<file path="src/rtl/r3_stride_gather_pkg.sv">
// Shared types for the radix-3 stride gather: complex sample, FSM states, stride helper.
package r3_pkg;

    localparam int R3_DW = 32;

    typedef struct packed {
        logic [R3_DW-1:0] re;
        logic [R3_DW-1:0] im;
    } cplx_t;

    localparam cplx_t CPLX_ZERO = {(2 * R3_DW){1'b0}};

    typedef enum logic {
        FILL  = 1'b0,
        DRAIN = 1'b1
    } r3_state_e;

    function automatic int stride(input int n);
        return n / 3;
    endfunction

endpackage

</file>
<file path="src/rtl/r3_stride_gather_bank.sv">
// N-entry complex sample store: one synchronous write port, three combinational read ports.
module r3_bank
    import r3_pkg::*;
#(
    parameter int N  = 9,
    parameter int AW = $clog2(N)
) (
    input  logic          clk,
    input  logic          we,
    input  logic [AW-1:0] waddr,
    input  cplx_t         wdata,
    input  logic [AW-1:0] raddr0,
    input  logic [AW-1:0] raddr1,
    input  logic [AW-1:0] raddr2,
    output cplx_t         rdata0,
    output cplx_t         rdata1,
    output cplx_t         rdata2
);

    cplx_t mem_r [N];

    // Sample write; contents need no reset since reads are gated by fill state.
    always_ff @(posedge clk) begin
        if (we) begin
            mem_r[waddr] <= wdata;
        end
    end

    assign rdata0 = mem_r[raddr0];
    assign rdata1 = mem_r[raddr1];
    assign rdata2 = mem_r[raddr2];

endmodule

</file>
<file path="src/rtl/r3_stride_gather.sv">
// Buffers an N-point complex frame and emits N/3 stride triples for a radix-3 DIF stage.
// Optional R3_PINGPONG_EN: two banks so filling and draining overlap.
module r3_stride_gather
    import r3_pkg::*;
#(
    parameter int N  = 9,
    parameter int DW = R3_DW,
    parameter int AW = $clog2(N),
    parameter int TW = ($clog2(N / 3) < 1) ? 1 : $clog2(N / 3)
) (
    input  logic          clk,
    input  logic          rst_n,
    input  logic          in_valid,
    output logic          in_ready,
    input  logic [DW-1:0] in_re,
    input  logic [DW-1:0] in_im,
    output logic          out_valid,
    input  logic          out_ready,
    output logic [DW-1:0] x0_re,
    output logic [DW-1:0] x0_im,
    output logic [DW-1:0] x1_re,
    output logic [DW-1:0] x1_im,
    output logic [DW-1:0] x2_re,
    output logic [DW-1:0] x2_im,
    output logic [TW-1:0] out_idx,
    output logic          out_last
);

`ifdef R3_PINGPONG_EN
    localparam int NB = 2;
`else
    localparam int NB = 1;
`endif

    localparam int            S       = stride(N);
    localparam logic [AW-1:0] ZERO_A  = {AW{1'b0}};
    localparam logic [AW-1:0] ONE_A   = AW'(1);
    localparam logic [AW-1:0] WR_LAST = AW'(N - 1);
    localparam logic [AW-1:0] OFS1    = AW'(S);
    localparam logic [AW-1:0] OFS2    = AW'(2 * S);
    localparam logic [TW-1:0] ZERO_T  = {TW{1'b0}};
    localparam logic [TW-1:0] ONE_T   = TW'(1);
    localparam logic [TW-1:0] RD_LAST = TW'(S - 1);

    r3_state_e     state_r, state_nx_s;
    logic [AW-1:0] wr_cnt_r, wr_cnt_nx_s;
    logic [TW-1:0] rd_cnt_r, rd_cnt_nx_s;
    logic [NB-1:0] full_r, full_nx_s;
    logic          in_ready_r, in_ready_nx_s;
    logic          out_last_r, out_last_nx_s;
    cplx_t         x0_r, x1_r, x2_r;

    logic          accept_s, xfer_s, wr_last_s, rd_last_s, draining_s;
    logic          cur_avail_s, next_avail_s, same_bank_s, load_s;
    logic [TW-1:0] ld_idx_s;
    logic [NB-1:0] bank_we_s;
    logic [AW-1:0] ra_s [3];
    cplx_t         bank_rd_s [NB][3];
    cplx_t         rd_sel_s [3];
    cplx_t         in_cplx_s;

    assign in_cplx_s  = {in_re, in_im};
    assign draining_s = (state_r == DRAIN);
    assign accept_s   = in_valid & in_ready_r;
    assign xfer_s     = draining_s & out_ready;
    assign wr_last_s  = accept_s & (wr_cnt_r == WR_LAST);
    assign rd_last_s  = xfer_s & out_last_r;

    // Write pointer: wraps at the end of each frame.
    always_comb begin
        if (wr_last_s) begin
            wr_cnt_nx_s = ZERO_A;
        end else if (accept_s) begin
            wr_cnt_nx_s = wr_cnt_r + ONE_A;
        end else begin
            wr_cnt_nx_s = wr_cnt_r;
        end
    end

`ifdef R3_PINGPONG_EN
    logic wr_bank_r, wr_bank_nx_s;
    logic rd_bank_r, rd_bank_nx_s;

    // Bank occupancy and pointers: a bank becomes full on its Nth write, free after its last triple.
    always_comb begin
        full_nx_s    = full_r;
        wr_bank_nx_s = wr_bank_r;
        rd_bank_nx_s = rd_bank_r;
        if (wr_last_s) begin
            full_nx_s[wr_bank_r] = 1'b1;
            wr_bank_nx_s         = ~wr_bank_r;
        end else begin
            wr_bank_nx_s = wr_bank_r;
        end
        if (rd_last_s) begin
            full_nx_s[rd_bank_r] = 1'b0;
            rd_bank_nx_s         = ~rd_bank_r;
        end else begin
            rd_bank_nx_s = rd_bank_r;
        end
    end

    assign cur_avail_s   = full_r[rd_bank_r] | (wr_last_s & (wr_bank_r == rd_bank_r));
    assign next_avail_s  = full_r[~rd_bank_r] | (wr_last_s & (wr_bank_r != rd_bank_r));
    assign in_ready_nx_s = ~full_nx_s[wr_bank_nx_s];
    assign same_bank_s   = (wr_bank_r == rd_bank_nx_s);
    assign bank_we_s     = {accept_s & wr_bank_r, accept_s & ~wr_bank_r};

    // Bank pointer registers.
    always_ff @(posedge clk) begin
        if (!rst_n) begin
            wr_bank_r <= 1'b0;
            rd_bank_r <= 1'b0;
        end else begin
            wr_bank_r <= wr_bank_nx_s;
            rd_bank_r <= rd_bank_nx_s;
        end
    end

    // Triple source: the bank the read side will be pointing at after this edge.
    always_comb begin
        for (int k = 0; k < 3; k++) begin
            rd_sel_s[k] = bank_rd_s[rd_bank_nx_s][k];
        end
    end
`else
    // Single bank: full from the Nth write until the last triple leaves.
    always_comb begin
        if (wr_last_s) begin
            full_nx_s = 1'b1;
        end else if (rd_last_s) begin
            full_nx_s = 1'b0;
        end else begin
            full_nx_s = full_r;
        end
    end

    assign cur_avail_s   = full_r[0] | wr_last_s;
    assign next_avail_s  = 1'b0;
    assign in_ready_nx_s = ~full_nx_s[0];
    assign same_bank_s   = 1'b1;
    assign bank_we_s     = accept_s;

    // Triple source: the only bank.
    always_comb begin
        for (int k = 0; k < 3; k++) begin
            rd_sel_s[k] = bank_rd_s[0][k];
        end
    end
`endif

    for (genvar b = 0; b < NB; b++) begin : g_bank
        r3_bank #(
            .N  (N),
            .AW (AW)
        ) u_bank (
            .clk    (clk),
            .we     (bank_we_s[b]),
            .waddr  (wr_cnt_r),
            .wdata  (in_cplx_s),
            .raddr0 (ra_s[0]),
            .raddr1 (ra_s[1]),
            .raddr2 (ra_s[2]),
            .rdata0 (bank_rd_s[b][0]),
            .rdata1 (bank_rd_s[b][1]),
            .rdata2 (bank_rd_s[b][2])
        );
    end

    assign ra_s[0] = AW'(ld_idx_s);
    assign ra_s[1] = AW'(ld_idx_s) + OFS1;
    assign ra_s[2] = AW'(ld_idx_s) + OFS2;

    // Read-side FSM: load triple 0 when a full bank is available, step on each transfer.
    always_comb begin
        state_nx_s    = state_r;
        rd_cnt_nx_s   = rd_cnt_r;
        out_last_nx_s = out_last_r;
        ld_idx_s      = rd_cnt_r;
        load_s        = 1'b0;
        case (state_r)
            DRAIN: begin
                if (rd_last_s) begin
                    rd_cnt_nx_s   = ZERO_T;
                    ld_idx_s      = ZERO_T;
                    load_s        = next_avail_s;
                    out_last_nx_s = next_avail_s & (ZERO_T == RD_LAST);
                    state_nx_s    = next_avail_s ? DRAIN : FILL;
                end else if (xfer_s) begin
                    rd_cnt_nx_s   = rd_cnt_r + ONE_T;
                    ld_idx_s      = rd_cnt_r + ONE_T;
                    load_s        = 1'b1;
                    out_last_nx_s = ((rd_cnt_r + ONE_T) == RD_LAST);
                end else begin
                    state_nx_s = DRAIN;
                end
            end
            FILL: begin
                if (cur_avail_s) begin
                    rd_cnt_nx_s   = ZERO_T;
                    ld_idx_s      = ZERO_T;
                    load_s        = 1'b1;
                    out_last_nx_s = (ZERO_T == RD_LAST);
                    state_nx_s    = DRAIN;
                end else begin
                    out_last_nx_s = 1'b0;
                end
            end
            default: begin
                state_nx_s    = FILL;
                out_last_nx_s = 1'b0;
            end
        endcase
    end

    // The sample written on this edge can be part of the triple loaded on it (x2 when N = 3).
    logic [2:0] bypass_s;
    always_comb begin
        for (int k = 0; k < 3; k++) begin
            bypass_s[k] = accept_s & same_bank_s & (wr_cnt_r == ra_s[k]);
        end
    end

    // Control and output registers.
    always_ff @(posedge clk) begin
        if (!rst_n) begin
            state_r    <= FILL;
            wr_cnt_r   <= ZERO_A;
            rd_cnt_r   <= ZERO_T;
            full_r     <= {NB{1'b0}};
            in_ready_r <= 1'b1;
            out_last_r <= 1'b0;
            x0_r       <= CPLX_ZERO;
            x1_r       <= CPLX_ZERO;
            x2_r       <= CPLX_ZERO;
        end else begin
            state_r    <= state_nx_s;
            wr_cnt_r   <= wr_cnt_nx_s;
            rd_cnt_r   <= rd_cnt_nx_s;
            full_r     <= full_nx_s;
            in_ready_r <= in_ready_nx_s;
            out_last_r <= out_last_nx_s;
            if (load_s) begin
                x0_r <= bypass_s[0] ? in_cplx_s : rd_sel_s[0];
                x1_r <= bypass_s[1] ? in_cplx_s : rd_sel_s[1];
                x2_r <= bypass_s[2] ? in_cplx_s : rd_sel_s[2];
            end
        end
    end

    assign in_ready  = in_ready_r;
    assign out_valid = draining_s;
    assign out_idx   = rd_cnt_r;
    assign out_last  = out_last_r;
    assign x0_re     = x0_r.re;
    assign x0_im     = x0_r.im;
    assign x1_re     = x1_r.re;
    assign x1_im     = x1_r.im;
    assign x2_re     = x2_r.re;
    assign x2_im     = x2_r.im;

endmodule

</file>
<file path="config.mk">
export PLATFORM = sky130hd
export DESIGN_NAME = r3_stride_gather
export DESIGN_NICKNAME = d
export VERILOG_FILES = /design/src/rtl/r3_stride_gather_pkg.sv /design/src/rtl/r3_stride_gather_bank.sv /design/src/rtl/r3_stride_gather.sv
export SDC_FILE = /design/constraint.sdc
export NUM_CORES = 1
export LEC_CHECK = 0
export ABC_CLOCK_PERIOD_IN_PS = 4100
export CORE_ASPECT_RATIO = 1.2
export CORE_MARGIN = 1
export CORE_UTILIZATION = 52
export DETAILED_ROUTE_END_ITERATION = 6
export PLACE_DENSITY = 0.79
export SYNTH_ARGS = -nofsm -noshare
export SYNTH_HDL_FRONTEND = slang
export SYNTH_SLANG_ARGS = --single-unit
</file>
<file path="constraint.sdc">
create_clock -name clk -period 4.1 [get_ports clk]
set_clock_uncertainty 0.1 [all_clocks]
set_input_delay 0.82 -clock clk [delete_from_list [all_inputs] [get_ports clk]]
set_output_delay 0.82 -clock clk [all_outputs]
set_load 0.01 [all_outputs]
</file>
# --- Yosys cells after proc, flatten, opt, wreduce, memory -nomap -nowiden ---
# Memory sizes are Yosys's and may differ from the RTL's. A register that Yosys moved wholly into a read port is not among the register bits.
# Cells that the tools add are included.
word_totals:
  reg_bits: 10
  ram_bits: 576
  inputBits: 68
  memories: 1
memory_table:
  columns: ["name", "words", "width", "read_ports", "rd_clocked_by_memory_dff", "write_ports", "line_no", "rtl"]
  rows:
  - ["g_bank[0].u_bank.mem_r", 9, 64, 3, 3, 1, "r3_stride_gather_bank.sv:20", "cplx_t mem_r [N];"]
classes:
  addsub: 4
  n_eq_ne: 3
  n_mux: 17
  bitwise: 8
  n_reduce_logical: 4
ops:
  columns: ["cell", "count"]
  rows:
  - ["$mux 1", 10]
  - ["$mux 2", 3]
  - ["$pmux 1 s2", 3]
  - ["$add 2x3->4 const B", 1]
  - ["$add 4x1->4 const B", 1]
  - ["$and 1x1->1", 4]
  - ["$eq 4x4->1 const B", 1]
  - ["$pmux 2 s2", 1]
  - ["$add 2x2->3 const B", 1]
  - ["$logic_not 1->1", 3]
  - ["$ne 3x1->1 const B", 1]
  - ["$not 1->1", 3]
  - ["$add 2x1->2 const B", 1]
  - ["$eq 2x2->1 const B", 1]
  - ["$reduce_or 2->1", 1]
  - ["$or 1x1->1", 1]

# --- Logic depth before layout (Yosys ltp) ---
logic_depth:
  word_depth: 6
  depth_mapped: 11
  ltp_nobuf: 8

# --- Hierarchy ---
# From an unflattened synthesis, not the netlist that was laid out.
hier_totals:
  hier_cells: 3369
  hier_area_um2: 41837.6
by_module_without_submodules:
  columns: ["module", "instances", "cells_per_inst", "area_per_inst_um2"]
  rows:
  - ["r3_bank", 1, 2346, 32891.5]
  - ["r3_stride_gather", 1, 1023, 8946.1]

# --- Worst setup path before layout ---
# OpenSTA, ideal clock, no wires.
synth_timing:
  kind: "input port to flip-flop"
  startpoint: "input port in_valid"
  endpoint: "memory g_bank[0].u_bank.mem_r[8][0] (netlist name), enable pin"
  t_arrival_ns: 3.745
  slack_ns: -0.233
  cell_stages: 2
  path_buffers: 0
  path_cell_list: "nand2_1 > nor2_1"
synth_between:
  elab_chain_cells: 3
synth_lines:
  columns: ["element", "line_no", "rtl"]
  rows:
  - ["start: declaration", "r3_stride_gather.sv:13", "input logic in_valid,"]
  - ["$and 1x1->1", "r3_stride_gather.sv:64", "assign accept_s = in_valid & in_ready_r;"]
  - ["$mux 1", "r3_stride_gather_bank.sv:24", "if (we) begin"]
  - ["$mux 1 (implied by the code)", "r3_stride_gather_bank.sv:25", "mem_r[waddr] <= wdata;"]
  - ["end: declaration", "r3_stride_gather_bank.sv:20", null]
# No other way between the ends.

# --- Worst setup path in the final report ---
layout_timing:
  startpoint: "register wr_cnt_r[0]"
  endpoint: "register x0_im[27] (netlist name)"
layout_between:
  elab_chain_cells: 5
layout_lines:
  columns: ["element", "line_no", "rtl"]
  rows:
  - ["start: declaration", "r3_stride_gather.sv:46", "logic [AW-1:0] wr_cnt_r, wr_cnt_nx_s;"]
  - ["start signal: assignment", "r3_stride_gather.sv:238", "wr_cnt_r <= wr_cnt_nx_s;"]
  - ["$eq 4x4->1 (*)", "r3_stride_gather.sv:66", "assign wr_last_s = accept_s & (wr_cnt_r == WR_LAST);"]
  - ["$and 1x1->1 (*)", "r3_stride_gather.sv:66", null]
  - ["$or 1x1->1 (*)", "r3_stride_gather.sv:138", "assign cur_avail_s = full_r[0] | wr_last_s;"]
  - ["$mux 2 or $mux 1 (tied branches)", null, null]
  - ["$pmux 2 s2 or $pmux 1 s2 (tied branches)", null, null]
# Mark *: on every way between the ends. The rest lies on a longest branch, timed or not.
# A chain may end at the register's enable or synchronous reset.

==> PnR_summary.wiki <==
{| class="wikitable"
! Metric !! Value
|-
| Worst setup path class || reg -> reg
|-
| Vias in the first global route || 22280
|-
| Core box area || 0.05984 mm2
|-
| Compound-Gate Fraction of Synth Area || 17.42%
|-
| Cell count after synthesis || 2370
|-
| Worst-case headroom to the max-slew limit || 32.73%
|-
| Fill cell instance count of the final layout || 4336
|-
| DRC marker count from the first detailed-route iteration || 2442
|-
| CTS-repair resized insts || 0
|-
| Antenna violations before repair || 1
|-
| Sum of negative setup slack || 0 ns
|-
| Share of the synthesized netlist area taken by xor and xnor gates || 0.08323%
|-
| Number of search-and-repair iterations in the first detailed-routing pass || 6
|-
| Share of total power consumed by net switching || 20.21%
|-
| Total track usage || 28.03%
|-
| Share of the cycle needed by the critical path after routing || 84.93%
|-
| Number of standard cells in the layout, taps in and fillers out || 3427
|-
| Sequential share of the synthesized area || 67.60%
|-
| Overflow left after global routing || 0
|-
| Critical path data arrival time || 3.94 ns
|-
| Average cell area after synthesis || 13.32 um2
|-
| Hold WC Path Type || reg -> reg
|-
| CTS H-Tree Depth || 3
|-
| Drt via density || 6.496
|-
| Internal || 12990 uW
|-
| Commonest cells after routing, fill and taps aside || sky130_fd_sc_hd__edfxtp_1, sky130_fd_sc_hd__clkdlybuf4s50_1, sky130_fd_sc_hd__nand2_1
|-
| Number of DRC violations after detailed routing || 0
|-
| Slew of the pin with the lowest slew margin || 1.009 ns
|-
| Combinational family with the most area after synthesis || compound AO/OA/AOI/OAI gates
|-
| Hold buffer count at CTS || 0
|-
| Root buffer cell || sky130_fd_sc_hd__clkbuf_16
|-
| Max rail drop VDD || 0.3905 mV
|-
| Mapped cell area || 0.03157 mm2
|-
| Number of warning messages in the yosys log || 0
|-
| Layout cells sized above 1 || 13.37%
|-
| Area of all sequential standard cells || 0.02134 mm2
|-
| Via count || 22260
|-
| Multiplexer fraction of the synthesized cell area || 2.061%
|-
| Number of synthesized register bits || 778
|-
| Run status || finished, final reports clean
|-
| Initial standard-cell utilization of the core || 52.76%
|-
| Post-CTS setup buffers || 0
|-
| Num Clock Sinks || 778
|-
| Fmax || 0.2872 GHz
|-
| Quantity of I/O buffers inserted on ports || 264
|-
| Unrepaired setup endpoints after global routing || no
|-
| Gate power share || 3.0%
|-
| Clock Latency Late Sink || 0.63 ns
|-
| Number of distinct library cells after synthesis || 50
|-
| Die Ht || 271.9 um
|-
| Proportion of power drawn by the clock network || 44.1%
|-
| Clock buffer depth || 3
|-
| Post-synthesis share of cell area spent on full adders, half adders and majority gates || 0.1982%
|-
| Num CTS Buffers || 74
|-
| Clock slew at reported path FFs || 0.07 ns
|-
| Power share of the sequential group || 52.9%
|-
| Placer's final routability congestion estimate || 0.8083
|-
| Number of antenna-violating nets in the routed design || 0
|-
| Maximum fanout along the worst path || 62
|-
| Synthesized-area fraction occupied by and/or/nand/nor cells || 8.637%
|-
| Synth async-reset ratio || 0%
|-
| Crit start category || flip-flop
|-
| Std-Cell Rows || 98
|-
| Total area of multi-input combinational cells || 0.009133 mm2
|-
| Die boundary width || 226.9 um
|-
| Setup violators final || 0
|-
| Synthesis-to-layout area growth || 20.02%
|-
| Syn_nets || 2443
|-
| Worst endpoint required time || 4.56 ns
|-
| Final count of pins violating max slew || 0
|-
| Net count, final || 2638
|-
| Ratio of total power to cell area || 429.7 mW/mm2
|-
| Dpl cells || 3289
|-
| Detailed placer's ending HPWL || 49790 um
|-
| Boundary Pins || 265
|-
| Capturing element type of the critical path || flip-flop
|-
| First-pass GRT wire length || 131400 um
|-
| Post-detailed-routing wire length || 87130 um
|-
| Largest net degree at the start of global routing || 133
|-
| Number of maximum-capacitance violations || 0
|-
| Static Leak || 0.01341 uW
|-
| Power spent charging and discharging nets || 3290 uW
|-
| Post-synth EDFFs || 576
|-
| Area of the die || 0.06170 mm2
|-
| Hold Fails Final Rpt || 0
|-
| Most common cell after layout, fill and taps aside || sky130_fd_sc_hd__edfxtp_1
|-
| Final critical-path required period || 3.482 ns
|-
| Clock tree from TritonCTS || yes
|-
| Leading register cell type out of synthesis || sky130_fd_sc_hd__edfxtp_1
|-
| Routed WL per cell || 25.42 um
|}
-- cells by family (layout without fill, tap and decap cells) --
kind of cell	after synthesis	count (layout)
other	0	1
AO/OA/AOI/OAI	660	660
AND/OR/NAND/NOR	562	562
adder cells (fa/ha/maj)	5	5
buffers and inverters	297	553
multiplexers	65	65
flip-flops	778	778
XOR/XNOR	3	3
-- power by group through the flow --
stage | Clock (uW) | Sequential (uW) | Combinational, uW
final | 7180 | 8610 | 490
after CTS | 7240 | 8610 | 486
after floorplan | 0 | 8770 | 193
after global routing | 7530 | 8610 | 522
after global placement | 0 | 8770 | 463
after detailed placement | 0 | 8780 | 481
-- final timing paths --
check / start / end / slack [ns] / depth (start not counted)
max reg2reg: wr_cnt_r[0] / x0_im[27] / 0.62 / 9
min reg2reg: x1_im[14] / x1_im[14] / 0.37 / 2
max: wr_cnt_r[0] / x0_im[27] / 0.62 / 9
min: x1_im[14] / x1_im[14] / 0.37 / 2
-- cell type report --
class / count / area share, %
sequential: 778 / 56.33
multi-input combinational: 1295 / 24.11
timing repair buffer: 345 / 9.406
clock buffer: 110 / 5.948
tap: 800 / 2.642
clock inverter: 27 / 0.8620
inverter: 71 / 0.7034
antenna: 1 / 0.006605
-- critical path: stages (launching register included) --
cell and delay [ns]:
sky130_fd_sc_hd__dfxtp_1 0.57, sky130_fd_sc_hd__inv_1 0.16, sky130_fd_sc_hd__ha_1 0.28, sky130_fd_sc_hd__nand3b_4 0.17, sky130_fd_sc_hd__o211ai_2 0.21, sky130_fd_sc_hd__nand2_4 0.62, sky130_fd_sc_hd__buf_4 0.37, sky130_fd_sc_hd__a211oi_1 0.08
sky130_fd_sc_hd__a2111oi_0 0.62, sky130_fd_sc_hd__a221o_1 0.20
-- synth_stat cells (all sizes together) (5+ instances only) --
master     n  share of area, %
dfxtp    202                13
a221o     64               2.0
ha         5              0.20
and3     132               2.6
clkbuf   163               1.9
edfxtp   576                55
o211ai   194               5.6
inv       71              0.84
o2111ai   64               1.8
mux2i     65               2.1
a211oi   130               3.1
a2111oi   64               1.8
nor2       6             0.087
o21ai     69               1.1
buf       63               1.2
a21oi      5             0.079
nand3    131               2.1
nand2    264               3.1
a31o      64               1.8
and2      14              0.28
-- sequential cells by signal (all words and copies together), names as in the netlist --
name,flops
full_r,1
g_bank.u_bank.mem_r,576
in_ready,1
out_idx,2
out_last,1
out_valid,1
wr_cnt_r,4
x0_im,32
x0_re,32
x1_im,32
x1_re,32
x2_im,32
x2_re,32
-- layer usage --
layer  track usage [%]  vias up  share of wire, %
met5                 0        -             0.020
met4             13.85        2               4.3
met3             4.930      215               8.8
met2             46.97     1284                50
met1             34.95    11040                37
li1                  -     9717                 -
-- stage by stage --
| step | setup slack, ns | cell area (um2) | util (%) | total power, uW | hold WS, ns |
|---|---|---|---|---|---|
| 2_1_floorplan | 0.6844 | 31570 | - | 8967 | 0.4013 |
| 3_3_place_gp | 0.2615 | 35300 | 59.00 | 9232 | 0.3620 |
| 3_5_place_dp | 0.1144 | 35300 | 59.00 | 9258 | 0.3643 |
| 4_1_cts | 0.6471 | 37880 | 63.31 | 16330 | 0.3793 |
| 5_1_grt | 0.4429 | 37880 | 63.31 | 16670 | 0.3980 |
| 6_report | 0.6179 | 37890 | 63.32 | 16280 | 0.3737 |
Note: power is estimated with default switching activity, not from simulation.
==> patch (config.mk and constraints unchanged) <==
Set the package constant `R3_DW` to 16 (it was 32).
--- a/src/rtl/r3_stride_gather_pkg.sv
+++ b/src/rtl/r3_stride_gather_pkg.sv
@@ -3,3 +3,3 @@
 
-    localparam int R3_DW = 32;
+    localparam int R3_DW = 16;
 
Interface: changed (8 resized); port bits go from 265 to 137. No check against the original RTL was run, so the function may have changed too.
==> patch against the original RTL <==
The flow now finishes with violations (design-rule violations); cell area decreased by 51%; critical path depth is the same; area after synthesis fell by 51%; sequential cell count fell by 384; core utilization rose by 0.30 points; power fell by 52%; worst setup slack gained 0.29 ns; routed wire length fell by 58%; first-iteration DRC count shrank 47%; clock power down 55%; highest routed layer is now met4.
==> patch: results (changes against the original RTL) <==
worst_hold_path:
  holdPathEnd: "x2_re[8]"
power:
  clk-power_uw: 3230  # -55%
  leakagePower_uw: 0.00594  # -56%
  p_sw_frac: 0.205  # +0.00274
  p_per_area_nw_per_um2: 427  # -0.61%
layout:
  multi_input_area_share: 0.233  # -0.00766
  n_all_inverters: 5  # -93%
  clkCellAreaFrac: 0.0616  # -0.00650
  final_nets: 1261  # -52%
  regArea_um2: 10800  # -50%
  multi_input_comb_cells: 617  # -52%
  n_antenna_cell: 0  # -1
critical_path:
  cp-endpoint: "x0_re[6]"
  worstPathArrival_ns: 3.52  # -0.42 ns
  cpPeakStageDelay_ns: 0.53  # -0.09 ns
  crit_slowest_cell: "dfxtp_1"
yosys:
  ys_ff_latch: 394  # -49%
  synth_edf_count: 288  # -50%
  ys_types: 51  # +2.0%
  synthXorXnorAreaFrac: 0.00228  # +0.00145
  yosysSeqAreaShare: 0.701  # +0.0251
  synthMuxAreaShare: 0.0489  # +0.0283
outcome:
  status: "finished, violations left"
  violations: "design-rule violations"
detailed_routing:
  route.detailed.drc: 3  # +3
  routed_wl_mm: 36.2  # -58%
  drt-initial-drc-count: 1293  # -47%
global_route:
  grt_max_degree: 65  # -51%
  antenna_found_initial: 0  # -1
placement:
  place_hpwl_mm: 20.8  # -58%
  placed_cell_area_um2: 17300  # -51%
clock_network:
  cts_made_buffers: 37  # -50%
sta:
  fmax_mhz: 314  # +9.2%
[patch: cell count changes in the layout (fill, tap and decap cells not counted), moves of 66 or more]
cell             before  now
inv_1                71    5
clkdlybuf4s50_1     264  136
o21ai_0              65  134
edfxtp_1            576  288
nand3_1             130    1
and3_1              131    3
nand2_1             262  102
a211oi_1            128    2
dfxtp_1             202  106
a222oi_1              0   96
and2_1                4   87
o211ai_1            132    1
[patch: per-stage QoR]
stage | util | hold WS [ns] | cells
CTS | 0.636 | 0.350 | 1632
finish | 0.636 | 0.346 | 1632
global route | 0.636 | 0.361 | 1632
global placement | 0.597 | 0.335 | 1566
detailed placement | 0.597 | 0.340 | 1566
floorplan | - | 0.371 | 1097
[patch: layer usage]
metal  routed length (µm)  share of wire  up-vias  GRT usage
met2                18600           0.51      482      0.432
met5                    0              0        -          0
met1                13700           0.38     4932      0.300
met3                 2740          0.076       73     0.0313
met4                 1170          0.032        0     0.0891
li1                     -              -     4509          -
